**src/rtl/des_pkg.sv**
```systemverilog
// Shared DES sequencing constants: controller state encoding, round count and the
// per-round key rotate table that the datapath key schedule also uses.
package des_pkg;

  localparam int DES_ROUNDS = 16;

  typedef enum logic [2:0] {
    IDLE  = 3'd0,
    LOAD  = 3'd1,
    ROUND = 3'd2,
    FINAL = 3'd3,
    HOLD  = 3'd4
  } state_t;

  // Left-rotate amounts for C/D, indexed by encrypt round number 1..16 (total 28).
  localparam logic [1:0] SHIFT_TBL [1:16] = '{
    2'd1, 2'd1, 2'd2, 2'd2, 2'd2, 2'd2, 2'd2, 2'd2,
    2'd1, 2'd2, 2'd2, 2'd2, 2'd2, 2'd2, 2'd2, 2'd1
  };

  // Out-of-range round numbers map to 0 so callers never index outside the table.
  function automatic logic [1:0] shift_lookup(input int r);
    logic [1:0] amt;
    amt = 2'd0;
    for (int i = 1; i <= DES_ROUNDS; i++) begin
      if (r == i) amt = SHIFT_TBL[i];
    end
    return amt;
  endfunction

endpackage

```
**src/rtl/des_round_ctrl.sv**
```systemverilog
// Sequencer for the iterative DES datapath: accepts one block, drives load, 16 rounds
// with key-rotate control and the final permutation, then holds the result for the consumer.
module des_round_ctrl
  import des_pkg::*;
#(
  parameter int ROUNDS = DES_ROUNDS,
  parameter int RW     = 5
) (
  input  logic          clk,
  input  logic          reset,
  input  logic          in_valid,
  input  logic          in_decrypt,
  output logic          in_ready,
  output logic          load_en,
  output logic          round_en,
  output logic [1:0]    shift_amt,
  output logic          shift_dir,
  output logic [RW-1:0] round_idx,
  output logic          final_en,
  output logic          out_valid,
  input  logic          out_ready,
  output logic          busy
);

  state_t        state;
  state_t        state_next;
  logic [RW-1:0] round_cnt;
  logic          decrypt_mode;

  always_ff @(posedge clk or negedge reset) begin
    if (!reset) state <= IDLE;
    else        state <= state_next;
  end

  // The counter already reads 1 in the first ROUND cycle and clears as the FSM leaves ROUND.
  always_ff @(posedge clk or negedge reset) begin
    if (!reset) begin
      round_cnt    <= '0;
      decrypt_mode <= 1'b0;
    end else begin
      if (state == IDLE && in_valid) decrypt_mode <= in_decrypt;

      if (state == LOAD)
        round_cnt <= RW'(1);
      else if (state == ROUND && round_cnt != RW'(ROUNDS))
        round_cnt <= round_cnt + RW'(1);
      else
        round_cnt <= '0;
    end
  end

  always_comb begin
    state_next = state;
    case (state)
      IDLE:    if (in_valid) state_next = LOAD;
      LOAD:    state_next = ROUND;
      ROUND:   if (round_cnt == RW'(ROUNDS)) state_next = FINAL;
      FINAL:   state_next = HOLD;
      HOLD:    if (out_ready) state_next = IDLE;
      default: state_next = IDLE;
    endcase
  end

  // Outputs are pure decodes of state and counter, so no input reaches them combinationally.
  // Decrypt walks the schedule backwards: no rotate in round 1, then right-rotates by
  // the encrypt amount for round ROUNDS+2-r.
  always_comb begin
    in_ready  = (state == IDLE);
    busy      = (state != IDLE);
    load_en   = (state == LOAD);
    round_en  = (state == ROUND);
    final_en  = (state == FINAL);
    out_valid = (state == HOLD);
    round_idx = '0;
    shift_amt = 2'd0;
    shift_dir = 1'b0;
    if (state == ROUND) begin
      round_idx = round_cnt;
      shift_dir = decrypt_mode;
      if (!decrypt_mode)
        shift_amt = shift_lookup(int'(round_cnt));
      else if (round_cnt == RW'(1))
        shift_amt = 2'd0;
      else
        shift_amt = shift_lookup(ROUNDS + 2 - int'(round_cnt));
    end
  end

endmodule
```
**config.mk**
```make
export PLATFORM = sky130hd
export DESIGN_NAME = des_round_ctrl
export DESIGN_NICKNAME = d
export VERILOG_FILES = /design/src/rtl/des_pkg.sv /design/src/rtl/des_round_ctrl.sv
export SDC_FILE = /design/constraint.sdc
export NUM_CORES = 1
export LEC_CHECK = 0
export CORE_MARGIN = 10
export CORE_UTILIZATION = 50
export DETAILED_ROUTE_END_ITERATION = 10
export PLACE_DENSITY_LB_ADDON = 0.08
export SETUP_SLACK_MARGIN = 0.15
export SLEW_MARGIN = 15
export SYNTH_ARGS = -nofsm -noshare
export SYNTH_HDL_FRONTEND = slang
export SYNTH_SLANG_ARGS = --single-unit
export TNS_END_PERCENT = 5
```
**constraint.sdc**
```tcl
create_clock -name clk -period 3.1 [get_ports clk]
set_clock_uncertainty 0.15 [all_clocks]
set_input_delay 0.465 -clock clk [delete_from_list [all_inputs] [get_ports clk]]
set_output_delay 0.465 -clock clk [all_outputs]
set_load 0.005 [all_outputs]
```
== After elaboration in Yosys (flattened, before gate mapping) ==
Cells that the tools add are included.

* Bits in registers: 9
* Logic and storage cells: 95
* Input port bits: 5
* Output and inout bits: 14

* Add/subtract/negate cells: 2
* Equal/unequal tests: 42
* Multiplexer cells: 43
* Reduce and logical (&&, ||, !) cells: 5

{| class="wikitable"
|+ Operators by type and width
! kind !! number
|-
| $mux 2 || 33
|-
| $eq 5x5->1 const B || 10
|-
| $eq 6x5->1 const B || 8
|-
| $eq 6x4->1 const B || 4
|-
| $eq 5x4->1 const B || 4
|-
| $mux 5 || 3
|-
| $pmux 3 s5 || 1
|-
| $eq 6x3->1 const B || 2
|-
| $eq 5x3->1 const B || 2
|-
| $mux 3 || 3
|-
| $eq 3x2->1 const B || 2
|-
| $eq 6x2->1 const B || 1
|-
| $eq 6x6->1 const B || 1
|-
| $sub 5x5->6 const A || 1
|-
| $add 5x1->5 const B || 1
|-
| $eq 5x1->1 const B || 1
|-
| $eq 5x2->1 const B || 1
|-
| $ne 5x5->1 const B || 1
|-
| $ne 2x1->1 const B || 2
|-
| $eq 3x1->1 const B || 1
|-
| $eq 3x3->1 const B || 1
|-
| $logic_not 3->1 || 1
|-
| $mux 1 || 3
|-
| $reduce_and 3->1 || 1
|-
| 3 further kinds || 4
|}

== Logic depth before layout (Yosys ltp) ==
Gate-level depths: netlist of the first run.

* Word-level depth: 21
* Mapped depth: 8
* Mapped depth without buffers: 7

== Least setup slack after synthesis of the first run ==
No wires, ideal clock.

* Path kind: flip-flop to output port
* Start: register round_cnt[1]
* End: output port shift_amt[0]
* Setup slack: 0.819 ns
* Required time: 2.485 ns
* Arrival time: 1.666 ns
* Cell stages (with the launch flop): 9
* Path buffers: 1
* Path through: dfrtp_1 inv_1 ha_1 buf_6 or3_4 a21oi_2 o21ai_2 o32ai_2 a22o_1

* Cells in the longest elaborated chain, start to end: 21
* Elaborated cells on any way between the ends: 69
* Those cells by class: add/sub (1); eq/ne (33); mux (35)

{| class="wikitable"
|+ RTL lines
! element !! line !! text
|-
| start, declared || des_round_ctrl.sv:27 || <nowiki>logic [RW-1:0] round_cnt;</nowiki>
|-
| start signal, assigned || des_round_ctrl.sv:46 || <nowiki>round_cnt <= round_cnt + RW'(1);</nowiki>
|-
| $sub 5x5->6 || des_round_ctrl.sv:85 || <nowiki>shift_amt = shift_lookup(ROUNDS + 2 - int'(round_cnt));</nowiki>
|-
| $eq 6x2->1 || des_pkg.sv:26 || <nowiki>if (r == i) amt = SHIFT_TBL[i];</nowiki>
|-
| $mux 1 || des_pkg.sv:26 ||
|-
| $mux 2 (15 in a row) || des_pkg.sv:26 ||
|-
| $mux 2 || des_round_ctrl.sv:82 || <nowiki>else if (round_cnt == RW'(1))</nowiki>
|-
| $mux 2 (*) || des_round_ctrl.sv:80 || <nowiki>if (!decrypt_mode)</nowiki>
|-
| $mux 2 (*) || des_round_ctrl.sv:77 || <nowiki>if (state == ROUND) begin</nowiki>
|-
| end, declared || des_round_ctrl.sv:16 || <nowiki>output logic [1:0] shift_amt,</nowiki>
|}

Mark *: on every way between the ends. The rest lies on a longest branch, timed or not.

== Worst setup path in the final report of the first run ==
* Start: register round_cnt[0]
* End: output port shift_amt[0]

The elaborated chain is that of the path after synthesis.

==> key figures, run 1 <==
STA
  – Final TNS setup: 0 ns
  – Post-layout min period: 2.87 ns
  – Final setup violation count: 0
  – RSZ-0062 raised after global routing: yes
  – Slew Limit Fails: 0
  – Worst slew margin: 0.631
  – Worst-Margin Slew: 0.554 ns
  – Hold Fails Final Rpt: 0
  – WHS: 0.340 ns
  – Fmax: 0.348 GHz
  – Crit share post-route: 0.927

Worst setup path
  – R2R depth: 3
  – Crit path from: round_cnt[0]$_DFF_PN0_
  – Crit Path Max Fanout: 7
  – Reg2Reg Setup Slack: 1.46 ns
  – Worst EP arrival: 2.26 ns
  – Req. time, crit path: 2.48 ns
  – Crit Path Class: reg2out
  – Critical R2R Launch: round_cnt[2]$_DFF_PN0_
  – Setup crit start kind: flip-flop
  – Critical path endpoint category: output port

Layout
  – Area Overhead vs Synth: 40.3%
  – Storage element area: 228 µm²
  – Multi-input logic area: 571 µm²
  – Final instance area: 1110 µm²
  – Fillcell total: 114
  – Layout cells sized above 1: 0.223
  – Post-Layout Cell Count: 137
  – Final core occ: 0.737
  – Ant diodes: 0
  – Final nets: 133

Placement
  – Inst Count DP: 128
  – Port bufs: 18
  – Final HPWL DP: 1540 µm
  – Placed Area: 972 µm²
  – Gpl congestion: 0.898

Detailed routing
  – DR pass1 iterations: 4
  – Via count: 824
  – Routed length per instance: 17.9 µm
  – Final wirelength: 2460 µm
  – Vias per std cell: 6.01
  – Antenna viol nets, final: 0
  – DRC Markers: 0
  – First DRT Iteration DRCs: 33

Worst hold path
  – Hold Path Class: in2async

Power
  – Total leakage power: 0.495 nW
  – Clk network pwr share: 0.103
  – Pwr/cell area: 775 nW/µm²
  – Internal: 0.000485 W
  – Switching share of total power: 0.436
  – Sequential power share: 0.258
  – Comb pwr share: 0.639
  – Switch Pwr: 0.000375 W
  – Max IR drop VDD: 0.000503 V

Global routing
  – GRT overflow: 0
  – Initial antenna violation count: 0
  – Largest net degree at the start of global routing: 15
  – Vias in the first global route: 840
  – Gr usage total: 0.144
  – Global-route wire length before repair: 3940 µm

Die
  – IO Count: 19
  – Core area: 1510 µm²
  – Die W: 59.8 µm
  – Die ar.: 3570 µm²
  – Initial Util: 0.525
  – Rows: 14
  – DIE HEIGHT: 59.8 µm

Yosys
  – Commonest cells in the netlist: nor2_1 (12), dfrtp_1 (9), a21oi_1 (7)
  – Share of Yosys cell area claimed by the top area cell type: 0.285
  – Synth cell types: 42
  – Async S/R FF share, synth: 1.00
  – Synthesized area: 791 µm²
  – Post-Syn Nets: 108
  – Synthesis-stage register bit count: 9
  – Count leader, synth: nor2_1
  – Synth area leader: dfrtp_1
  – Ys flop type: dfrtp_1
  – Post-synth EDFFs: 0
  – Synthesized area per cell: 8.15 µm²
  – Area contributors post-synth: dfrtp_1 (28%), ha_1 (9.5%), nor2_1 (5.7%)
  – Syn Inst Count: 97
  – Part of the Yosys area used for sequential elements: 0.285
  – YS warnings: 0

Flow run
  – Max_cap viols: 0

Clocking
  – H-tree levels: 1
  – CTS Buffer Depth: 2
  – CTS tree: done
  – # hold bufs at CTS: 0
  – Root buf cell: clkbuf_4
  – Total CTS buffers: 3
  – Clock sink count: 9
  – Clk_lat worst skew: 0.26 ns
  – Reg clk slew, reported paths: 0.06 ns

Status
  – Outcome: completed
[critical path, stage by stage, from the launching register on]
cell and delay [ns]:
dfrtp_2 0.49, ha_4 0.22, and3_1 0.18, ha_1 0.19, nor4_1 0.26, o21ai_1 0.14
o32ai_2 0.13, a22o_1 0.16, dlygate4sd2_1 0.23
[worst paths after layout]
| check | to |
|---|---|
| worst max-delay path | shift_amt[0] |
| worst min-delay path | state[2]$_DFFE_PN0P_ |
| worst max register to register | round_cnt[0]$_DFF_PN0_ |
| worst min register to register | state[0]$_DFFE_PN0P_ |
| max in group asynchronous | round_cnt[1]$_DFF_PN0_ |
| min in group clk | state[0]$_DFFE_PN0P_ |
[state kept, by name, indices dropped and copies added, names as in the netlist]
name,count
round_cnt,5
state,3
decrypt_mode,1
[cells by family (layout without fill, tap and decap cells)]
| group | Yosys count | after routing | share of synthesized area |
|---|---|---|---|
| fa+ha+maj | 6 | 6 | 0.0949 |
| buf+inv | 13 | 37 | 0.0759 |
| flops | 9 | 9 | 0.285 |
| xor+xnor | 3 | 3 | 0.0332 |
| simple gates | 39 | 39 | 0.269 |
| compound gates | 27 | 27 | 0.242 |
[power by group through the flow]
| stage | Sequential, W | Clock [W] | Combinational [W] |
|---|---|---|---|
| 6_report | 0.000222 | 0.0000884 | 0.000550 |
| 5_1_grt | 0.000226 | 0.000100 | 0.000596 |
| 4_1_cts | 0.000213 | 0.0000920 | 0.000525 |
| 3_5_place_dp | 0.000206 | 0 | 0.000449 |
| 3_3_place_gp | 0.000206 | 0 | 0.000445 |
| 2_1_floorplan | 0.000193 | 0 | 0.000295 |
[metrics by stage]
step	power, W	worst slack, ns
2_1_floorplan	0.000488	0.819
3_3_place_gp	0.000650	0.189
3_5_place_dp	0.000656	0.179
4_1_cts	0.000830	0.163
5_1_grt	0.000922	0.0914
6_report	0.000860	0.225
[final cells by class]
cell class | count | area share
multi-input combinational | 75 | 0.514
sequential | 9 | 0.205
timing repair buffer | 24 | 0.204
tap | 16 | 0.0180
inverter | 9 | 0.0349
clock buffer | 4 | 0.0237
[routing by layer]
layer,GRT usage,wire length (µm),share of wire,vias up
met1,0.150,967,0.39,389
met5,0,0,0,-
met3,0.0403,175,0.071,6
met2,0.240,1250,0.51,41
li1,-,-,-,388
met4,0.103,65,0.026,0
[cells in the final DEF, fill, tap and decap left out, types with 3 or more instances in the layout]
master / instances
nand2_1: 3
nor2_1: 12
inv_1: 5
clkbuf_4: 3
buf_4: 6
o21ai_0: 3
ha_4: 4
nor3_1: 3
dfrtp_1: 7
nand2b_1: 4
a21oi_1: 7
clkdlybuf4s50_1: 16
and2_1: 3
[what timing repair did]
item,in CTS,in global routing
endpoints found under the setup margin,2,2
gates resized for setup,14,3
buffers inserted,5,0
pin swaps,4,0
Note: power is estimated with default switching activity, not from simulation.
==> run 2, diff against run 1 <==
--- a/config.mk
+++ b/config.mk
@@ -5,7 +5,6 @@
 export SDC_FILE = /design/constraint.sdc
 export NUM_CORES = 1
 export LEC_CHECK = 0
-export CORE_MARGIN = 10
 export CORE_UTILIZATION = 50
 export DETAILED_ROUTE_END_ITERATION = 10
 export PLACE_DENSITY_LB_ADDON = 0.08
==> key figures, run 2 (same netlist as run 1, synthesis figures left out) <==
Status
  – Outcome: completed

Layout
  – Final instance area: 1100 µm² (-1.0%)
  – Final nets: 134 (+0.75%)
  – Commonest non-fill, non-tap cell in the layout: clkdlybuf4s50_1
  – Most frequent cells in the layout: clkdlybuf4s50_1 (16), nor2_1 (12), dfrtp_1 (7)
  – Fillcell total: 100 (-12%)
  – Ant diodes: 0 (unchanged)
  – Layout cells sized above 1: 0.238 (+0.0146)
  – Multi-input logic area: 544 µm² (-4.6%)
  – Largest regs: round_cnt x5, state x3, decrypt_mode x1
  – Most flop-heavy register: round_cnt
  – Post-Layout Cell Count: 137 (unchanged)
  – Largest register FFs: 5 (unchanged)
  – Area Overhead vs Synth: 38.9%
  – Storage element area: 228 µm² (unchanged)

Clocking
  – CTS Buffer Depth: 2 (unchanged)
  – Clock sink count: 9 (unchanged)
  – Reg clk slew, reported paths: 0.06 ns (about the same)
  – Clk_lat worst skew: 0.26 ns (about the same)
  – Root buf cell: clkbuf_4
  – H-tree levels: 1 (unchanged)
  – Total CTS buffers: 3 (unchanged)
  – CTS tree: done
  – # hold bufs at CTS: 0 (unchanged)

STA
  – Final setup violation count: 0 (unchanged)
  – Final TNS setup: 0 ns (unchanged)
  – Fmax: 0.351 GHz (+1.0%)
  – Post-layout min period: 2.85 ns (-0.0284 ns)
  – Worst-Margin Slew: 0.451 ns (-0.103 ns)
  – Crit share post-route: 0.918 (-0.00916)
  – Hold Fails Final Rpt: 0 (unchanged)
  – Worst slew margin: 0.700 (+0.0689)
  – RSZ-0062 raised after global routing: yes
  – Slew Limit Fails: 0 (unchanged)

Detailed routing
  – Antenna viol nets, final: 0 (unchanged)
  – Routed length per instance: 14.7 µm (-18%)
  – DR pass1 iterations: 4 (unchanged)
  – First DRT Iteration DRCs: 27 (-18%)
  – Via count: 811 (-1.6%)
  – Vias per std cell: 5.92 (-1.6%)
  – Final wirelength: 2010 µm (-18%)
  – DRC Markers: 0 (unchanged)

Die
  – Core area: 1380 µm² (-8.2%)
  – Die ar.: 1740 µm² (-51%)
  – DIE HEIGHT: 41.8 µm (-30%)
  – Die W: 41.8 µm (-30%)
  – Rows: 13 (-1)
  – IO Count: 19 (unchanged)
  – Initial Util: 0.572 (+0.0470)

Power
  – Comb pwr share: 0.635 (-0.004)
  – Total leakage power: 0.499 nW (+0.96%)
  – Switch Pwr: 0.000345 W (-8.0%)
  – Internal: 0.000481 W (-0.84%)
  – Sequential power share: 0.257 (about the same)
  – Switching share of total power: 0.418 (-0.0184)
  – Clk network pwr share: 0.108 (+0.005)
  – Max IR drop VDD: 0.000486 V (-3.5%)
  – Pwr/cell area: 751 nW/µm² (-3.0%)

Placement
  – Port bufs: 18 (unchanged)
  – Final HPWL DP: 1320 µm (-14%)
  – Placed Area: 971 µm² (-0.13%)
  – Gpl congestion: 0.894 (-0.42%)
  – Inst Count DP: 127 (-0.78%)

Global routing
  – Gr usage total: 0.249 (+0.105)
  – Global-route wire length before repair: 3360 µm (-15%)
  – GRT overflow: 0 (unchanged)
  – Largest net degree at the start of global routing: 15 (unchanged)
  – Initial antenna violation count: 0 (unchanged)
  – Vias in the first global route: 755 (-10%)

Worst setup path
  – Crit Path Class: reg2out
  – Critical path endpoint category: output port
  – Req. time, crit path: 2.48 ns (about the same)
  – R2r endpoint: round_cnt[0]$_DFF_PN0_
  – Crit Path Max Fanout: 6 (-1)
  – Worst EP arrival: 2.23 ns (-0.03 ns)
  – Setup crit start kind: flip-flop
  – Setup crit end: shift_amt[0]
  – R2R depth: 4 (+1)
  – Reg2Reg Setup Slack: 1.55 ns (+0.09 ns)
  – Crit path from: round_cnt[0]$_DFF_PN0_
  – Critical R2R Launch: round_cnt[1]$_DFF_PN0_

Worst hold path
  – Hold Path Class: in2async

Flow run
  – Max_cap viols: 0 (unchanged)
-- run 2: cell type report --
cell class	count	share of cell area
Clock buffer	3	0.0205
Clock inverter	1	0.00456
Inverter	9	0.0308
Multi-Input combinational cell	75	0.495
Sequential cell	9	0.207
Tap cell	15	0.0171
Timing Repair Buffer	25	0.224
-- run 2: worst max-delay path: stages, from the launching register on --
cell           delay, ns
dfrtp_2             0.48
ha_4                0.21
and3_1              0.19
ha_1                0.20
nor4_1              0.26
o21ai_1             0.13
o32ai_2             0.13
a22o_1              0.16
dlygate4sd2_1       0.22
-- run 2: how the worst min path moves through the flow --
stage / start / slack (ns) / to
floorplan: reset / 0.02 / decrypt_mode$_DFFE_PN0P_
global placement: state[2]$_DFFE_PN0P_ / 0.35 / state[0]$_DFFE_PN0P_
global route: reset / 0.39 / state[2]$_DFFE_PN0P_
finish: reset / 0.36 / state[2]$_DFFE_PN0P_
detailed placement: state[2]$_DFFE_PN0P_ / 0.35 / state[0]$_DFFE_PN0P_
CTS: reset / 0.36 / state[2]$_DFFE_PN0P_
-- run 2: what timing repair did --
item / in CTS / in global routing
gates resized for setup: 9 / 3
setup endpoints to repair: 2 / 2
buffers inserted: 6 / 0
pin swaps: 3 / 0
-- run 2: metal layers --
layer,part of all wire,GRT usage,wire [µm],vias to the layer above
met4,0.0070,0.123,14,0
met1,0.42,0.303,845,386
met2,0.51,0.441,1030,34
li1,-,-,-,389
met5,0,0,0,-
met3,0.057,0.0130,115,2
-- run 2: power groups by stage --
stage | sequential (W) | clock (W) | combinational [W]
6_report | 0.000212 | 0.0000891 | 0.000524
5_1_grt | 0.000219 | 0.000101 | 0.000576
4_1_cts | 0.000210 | 0.0000929 | 0.000509
2_1_floorplan | 0.000193 | 0 | 0.000295
3_5_place_dp | 0.000208 | 0 | 0.000434
3_3_place_gp | 0.000203 | 0 | 0.000433
-- run 2: metrics by stage --
step	power, W	hold slack [ns]	util	setup WS (ns)
finish	0.000826	0.357	0.795	0.253
global placement	0.000636	0.347	0.702	0.259
CTS	0.000812	0.361	0.786	0.0948
floorplan	0.000488	0.0194	-	0.819
global route	0.000896	0.388	0.795	0.114
detailed placement	0.000642	0.354	0.702	0.231
